**src/rtl/pc_n2t.sv**
```systemverilog
// pc_n2t: parametrised program counter with reset, load, +/-STEP and a wrap pulse.
`timescale 1ns/1ps
module pc_n2t #(
  parameter int unsigned       WIDTH       = 16,
  parameter int unsigned       STEP        = 1,
  parameter logic [WIDTH-1:0]  RESET_VALUE = '0
) (
  input  logic             clk,
  input  logic             reset,
  input  logic [WIDTH-1:0] in,
  input  logic             load,
  input  logic             inc,
  input  logic             dec,
  output logic [WIDTH-1:0] out,
  output logic             wrap
);

  // One extra bit so the carry/borrow of the modular update is visible.
  localparam int unsigned     W1     = WIDTH + 1;
  localparam logic [W1-1:0]   STEP_X = W1'(STEP);

  logic [WIDTH-1:0] out_q, out_d;
  logic             wrap_q, wrap_d;
  logic [W1-1:0]    sum_c, diff_c;

  // Widened add/subtract; top bit is carry on inc, borrow on dec.
  always_comb begin
    sum_c  = {1'b0, out_q} + STEP_X;
    diff_c = {1'b0, out_q} - STEP_X;
  end

  // Next-state selection in priority order below reset; wrap defaults low.
  always_comb begin
    out_d  = out_q;
    wrap_d = 1'b0;
    if (load) begin
      out_d = in;
    end else if (inc && !dec) begin
      out_d  = sum_c[WIDTH-1:0];
      wrap_d = sum_c[WIDTH];
    end else if (dec && !inc) begin
      out_d  = diff_c[WIDTH-1:0];
      wrap_d = diff_c[WIDTH];
    end
  end

  // State register; synchronous reset overrides every other request.
  always_ff @(posedge clk) begin
    if (reset) begin
      out_q  <= RESET_VALUE;
      wrap_q <= 1'b0;
    end else begin
      out_q  <= out_d;
      wrap_q <= wrap_d;
    end
  end

  assign out  = out_q;
  assign wrap = wrap_q;

endmodule

```
**config.mk**
```make
export PLATFORM = sky130hd
export DESIGN_NAME = pc_n2t
export DESIGN_NICKNAME = d
export VERILOG_FILES = /design/src/rtl/pc_n2t.sv
export SDC_FILE = /design/constraint.sdc
export NUM_CORES = 1
export LEC_CHECK = 0
export CAP_MARGIN = 15
export CORE_UTILIZATION = 32
export CTS_CLUSTER_DIAMETER = 80
export DETAILED_ROUTE_END_ITERATION = 8
export REMOVE_ABC_BUFFERS = 1
export SETUP_SLACK_MARGIN = 0.05
export SYNTH_ARGS = -nofsm -noshare
export SYNTH_HDL_FRONTEND = slang
export SYNTH_SLANG_ARGS = --single-unit
```
**constraint.sdc**
```tcl
create_clock -name clk -period 4.1 [get_ports clk]
set_input_delay 1.23 -clock clk [delete_from_list [all_inputs] [get_ports clk]]
set_output_delay 1.23 -clock clk [all_outputs]
set_load 0.01 [all_outputs]
```
# Word-level counts from Yosys, hierarchy flattened
# Index checks and enable logic that the tools add are counted.
# word_totals
regBits,17
inputBits,21
# op_classes
n_reduce_logical,6
add_sub_neg,2
mux,5
# ops
op,n
$mux 16,3
$add 16x1->17 const B,1
$sub 16x1->17 const B,1
$reduce_bool 3->1,1
$logic_and 1x1->1,2
$logic_not 1->1,2
$mux 1,2
$reduce_or 2->1,1

# Depth between registers and ports, before layout
# depth
depth_word,5
depth_mapped,7

# Worst setup path before layout
# OpenSTA, ideal clock, no wires.
# synth_timing
kind,in2reg
from,input port inc
to,"register out_q[15], in the netlist out[15]"
slack_ns,1.685
setup_ns,0.137
cell_stages,6
arrival_ns,2.278
n_path_buf,1
path_cell_list,nor2b_2 buf_2 o32a_1 a211oi_2 xnor2_1 a211oi_2
# synth_between
elab_chain_len,3
# synth_lines
element,line,rtl
from (decl),12,"input logic inc,"
$logic_and 1x1->1 or $logic_not 1->1 (tied branches),"38, 41",
$mux 16 or $logic_and 1x1->1 (tied branches),"38, 41",
$mux 16 or $reduce_bool 3->1 (tied branches),-,
to (signal assigned),53,out_q <= out_d;
to (decl),22,"logic [WIDTH-1:0] out_q, out_d;"
# Several ways; a longest one is shown, not always the timed one.
# A chain may end at the register's enable or synchronous reset.

# Final worst setup path
# layout_timing
from,input port dec
to,"register out_q[11], in the netlist out[11]"
# layout_between
elab_chain_len,4
# layout_lines
element,line,rtl
from (decl),13,"input logic dec,"
$logic_not 1->1,38,end else if (inc && !dec) begin
$logic_and 1x1->1,38,
$mux 16,38,
$mux 16,36,if (load) begin
# Several ways; a longest one is shown, not always the timed one.

==> impl_metrics.xml <==
<?xml version="1.0" encoding="UTF-8"?>
<metrics>
  <group name="timing">
    <metric name="min_period_over_period" unit="%">73.9</metric>
    <metric name="worst_clock_skew" unit="ns">0.00580</metric>
    <metric name="relSlewSlack" unit="%">55.7</metric>
    <metric name="final-hold-violation-count" unit="">0</metric>
    <metric name="setup-tns-final" unit="ns">0</metric>
    <metric name="final_period_minus_worst_setup_slack" unit="ns">3.03</metric>
    <metric name="tightestPinTransition" unit="ns">0.662</metric>
    <metric name="postLayoutSetupSlackWorst" unit="ns">1.07</metric>
    <metric name="holdWs" unit="ns">0.628</metric>
    <metric name="finalSetupViolations" unit="">0</metric>
    <metric name="report.final.slew_viol_count" unit="">0</metric>
    <metric name="fmaxAchievable" unit="MHz">330</metric>
    <metric name="grt_setup_unrepaired" unit="">no</metric>
  </group>
  <group name="clock_tree">
    <metric name="cts-resized-gates" unit="">0</metric>
    <metric name="clk_path_buf_depth" unit="">2</metric>
    <metric name="cts.clk_slew.worst_paths" unit="ns">0.06</metric>
    <metric name="tritoncts" unit="">yes</metric>
    <metric name="post-cts-setup-buffer-count" unit="">0</metric>
    <metric name="deepest_level_of_the_cts_h_tree" unit="">1</metric>
    <metric name="clock-sinks" unit="">17</metric>
    <metric name="root_buf_cell" unit="">clkbuf_8</metric>
    <metric name="worstSkewPairLatency" unit="ns">0.25</metric>
    <metric name="numCtsBuffers" unit="">3</metric>
    <metric name="cts_hold_buf" unit="">0</metric>
  </group>
  <group name="synthesis">
    <metric name="synth-seq-cells" unit="">17</metric>
    <metric name="synth_top_area_cell" unit="">dfxtp_1</metric>
    <metric name="async_reset_ff_share" unit="%">0</metric>
    <metric name="synth_cells" unit="">160</metric>
    <metric name="synth-seq-area-share" unit="%">26.7</metric>
    <metric name="synth_area" unit="µm²">1270</metric>
    <metric name="ys_dominant_reg_cell" unit="">dfxtp_1</metric>
    <metric name="number_of_unique_standard_cell_types_used_by_synthesis" unit="">47</metric>
    <metric name="postSynthAreaPerCell" unit="µm²">7.95</metric>
    <metric name="synth_warnings" unit="">0</metric>
    <metric name="ys_top_cells_by_area" unit="">dfxtp_1, nor2_1, xnor2_1</metric>
    <metric name="synth-edff-count" unit="">0</metric>
    <metric name="synth_top_area_share" unit="%">26.7</metric>
  </group>
  <group name="power">
    <metric name="clockPowerShare" unit="%">26.2</metric>
    <metric name="power.share.switching" unit="%">31.2</metric>
    <metric name="seqPwrFrac" unit="%">43.2</metric>
    <metric name="internal_power" unit="W">0.000324</metric>
    <metric name="power.net_switching" unit="W">0.000147</metric>
    <metric name="p_leak" unit="nW">0.585</metric>
    <metric name="power.density_cell_area" unit="nW/µm²">276</metric>
    <metric name="pwr-share-comb" unit="%">30.6</metric>
    <metric name="vdd_drop_max" unit="V">0.000119</metric>
  </group>
  <group name="worst_setup_path">
    <metric name="timing.critical_path.to_type" unit="">flop</metric>
    <metric name="critPathLaunchType" unit="">input pin</metric>
    <metric name="critPathKind" unit="">input pin to flop</metric>
    <metric name="critPathRequiredTime" unit="ns">4.25</metric>
    <metric name="setup.reg_to_reg.worst_slack" unit="ns">2.23</metric>
    <metric name="critPathArrivalTime" unit="ns">3.18</metric>
    <metric name="crit_path_max_fanout" unit="">11</metric>
  </group>
  <group name="routing">
    <metric name="via_per_inst" unit="">5.35</metric>
    <metric name="average_detailed_routed_wire_length_per_instance" unit="µm">13.2</metric>
    <metric name="detailed_route_via_count" unit="">1283</metric>
    <metric name="drt-initial-drc-count" unit="">36</metric>
    <metric name="aggregate_routed_wire_length" unit="µm">3170</metric>
    <metric name="drc_errors" unit="">0</metric>
    <metric name="detail_route.first_pass.iterations" unit="">4</metric>
    <metric name="detail-route-antenna-nets" unit="">0</metric>
  </group>
  <group name="final_layout">
    <metric name="final_nets" unit="">216</metric>
    <metric name="insertedDiodeCount" unit="">0</metric>
    <metric name="mostFrequentLayoutCells" unit="">clkdlybuf4s50_1, nor2_1, dfxtp_1</metric>
    <metric name="final_area" unit="µm²">1710</metric>
    <metric name="most_common_cell_after_layout_fill_and_taps_aside" unit="">clkdlybuf4s50_1</metric>
    <metric name="ratio_of_cells_with_drive_above_1_in_the_final_layout" unit="%">7.81</metric>
    <metric name="synthToLayoutAreaGrowth" unit="%">34.1</metric>
  </group>
  <group name="die">
    <metric name="die_height" unit="µm">65.1</metric>
    <metric name="chipWidth" unit="µm">65.1</metric>
    <metric name="die_area" unit="µm²">4230</metric>
    <metric name="initial_utilization" unit="%">34.0</metric>
    <metric name="rows" unit="">22</metric>
    <metric name="pin_count" unit="">38</metric>
    <metric name="core_region_area" unit="µm²">3740</metric>
  </group>
  <group name="global_routing">
    <metric name="groute.usage.overall" unit="%">15.7</metric>
    <metric name="number_of_antenna_violations_at_the_first_check_in_global_routing" unit="">0</metric>
    <metric name="gr-max-usage-layer" unit="">met2</metric>
    <metric name="globalRouteOverflowTotal" unit="">0</metric>
    <metric name="grt_first_pass_wirelength" unit="µm">5460</metric>
    <metric name="use_met2" unit="%">27.3</metric>
    <metric name="grt_start_max_net_pins" unit="">17</metric>
    <metric name="global_route.usage.met1" unit="%">21.2</metric>
    <metric name="first_global_vias" unit="">1207</metric>
    <metric name="global_route.usage.met3" unit="%">1.94</metric>
  </group>
  <group name="placed_design">
    <metric name="gp_routability_congestion" unit="">0.908</metric>
    <metric name="placed_cell_area" unit="µm²">1660</metric>
    <metric name="detailed_place_hpwl" unit="µm">2380</metric>
    <metric name="dp_slack" unit="ns">0.844</metric>
    <metric name="io_buffer_count" unit="">37</metric>
  </group>
  <group name="worst_hold_path">
    <metric name="min-delay-path-class" unit="">flop to flop</metric>
  </group>
  <group name="run_status">
    <metric name="outcome" unit="">completed</metric>
  </group>
  <group name="run">
    <metric name="drv_cap" unit="">0</metric>
  </group>
</metrics>
## worst paths after layout
path,cells after the start,to,from
max,6,out[11]$_SDFFE_PP0P_,dec
min reg2reg,2,out[10]$_SDFFE_PP0P_,out[10]$_SDFFE_PP0P_
max reg2reg,5,out[14]$_SDFFE_PP0P_,out[0]$_SDFFE_PP0P_
min,2,out[10]$_SDFFE_PP0P_,out[10]$_SDFFE_PP0P_
## Yosys cell counts (2+ instances only)
master / number
nand4_1: 3
ha_1: 2
nor3_1: 6
nor2_1: 20
dfxtp_1: 17
buf_2: 3
inv_1: 5
nand3_1: 4
clkbuf_1: 5
a21oi_1: 10
xnor2_1: 8
xor2_1: 5
a22oi_1: 2
mux2i_1: 2
nand2_1: 16
o21ai_0: 4
nand2b_1: 3
and3_1: 4
a211oi_1: 8
a211oi_2: 4
o221ai_1: 2
and4b_1: 2
## critical path, cell delays in order
cell             delay [ns]
clkdlybuf4s50_1        0.62
nand2b_1               0.45
mux2i_1                0.42
a21oi_1                0.09
xnor2_1                0.15
a211oi_1               0.22
## registers in the layout, indices dropped and copies added, names as in the netlist
name / count
wrap: 1
out: 16
## cell type report
type / instances / area (µm²)
well taps: 48 / 60.1
clock buffers: 4 / 45.0
flip-flops and latches: 17 / 340
fillers: 378 / 2040
multi-input cells: 127 / 861
repair buffers: 38 / 378
inverters: 6 / 22.5
## power groups by stage
stage | Clock (W) | Combinational, W | Sequential (W)
final | 0.000124 | 0.000144 | 0.000204
after detailed placement | 0 | 0.000144 | 0.000207
after CTS | 0.000129 | 0.000145 | 0.000203
after global routing | 0.000138 | 0.000160 | 0.000207
after global placement | 0 | 0.000143 | 0.000206
after floorplan | 0 | 0.0000760 | 0.000207
## logic make-up after synthesis
logic type                 Yosys count  synth area share (%)
and+or+nand+nor                     72                  32.5
AOI/OAI and AO/OA                   37                  21.3
DFF                                 17                  26.7
buffers and inverters               16                  5.60
xor gates and xnor gates            14                  10.2
muxes                                2                  1.57
adders and majority gates            2                  1.97
## metrics by stage
stage | instances | util [%] | total power, W
floorplan | 150 | - | 0.000283
CTS | 240 | 45.6 | 0.000478
finish | 240 | 45.6 | 0.000471
detailed placement | 236 | 44.4 | 0.000351
global placement | 236 | 44.4 | 0.000349
global route | 240 | 45.6 | 0.000504
## routing by layer
layer	part of all wire [%]	routed length [µm]
met1	51	1600
met2	45	1420
met3	4.7	148
met4	0.25	8
met5	0	0
Power figures use the tool's default switching activity.
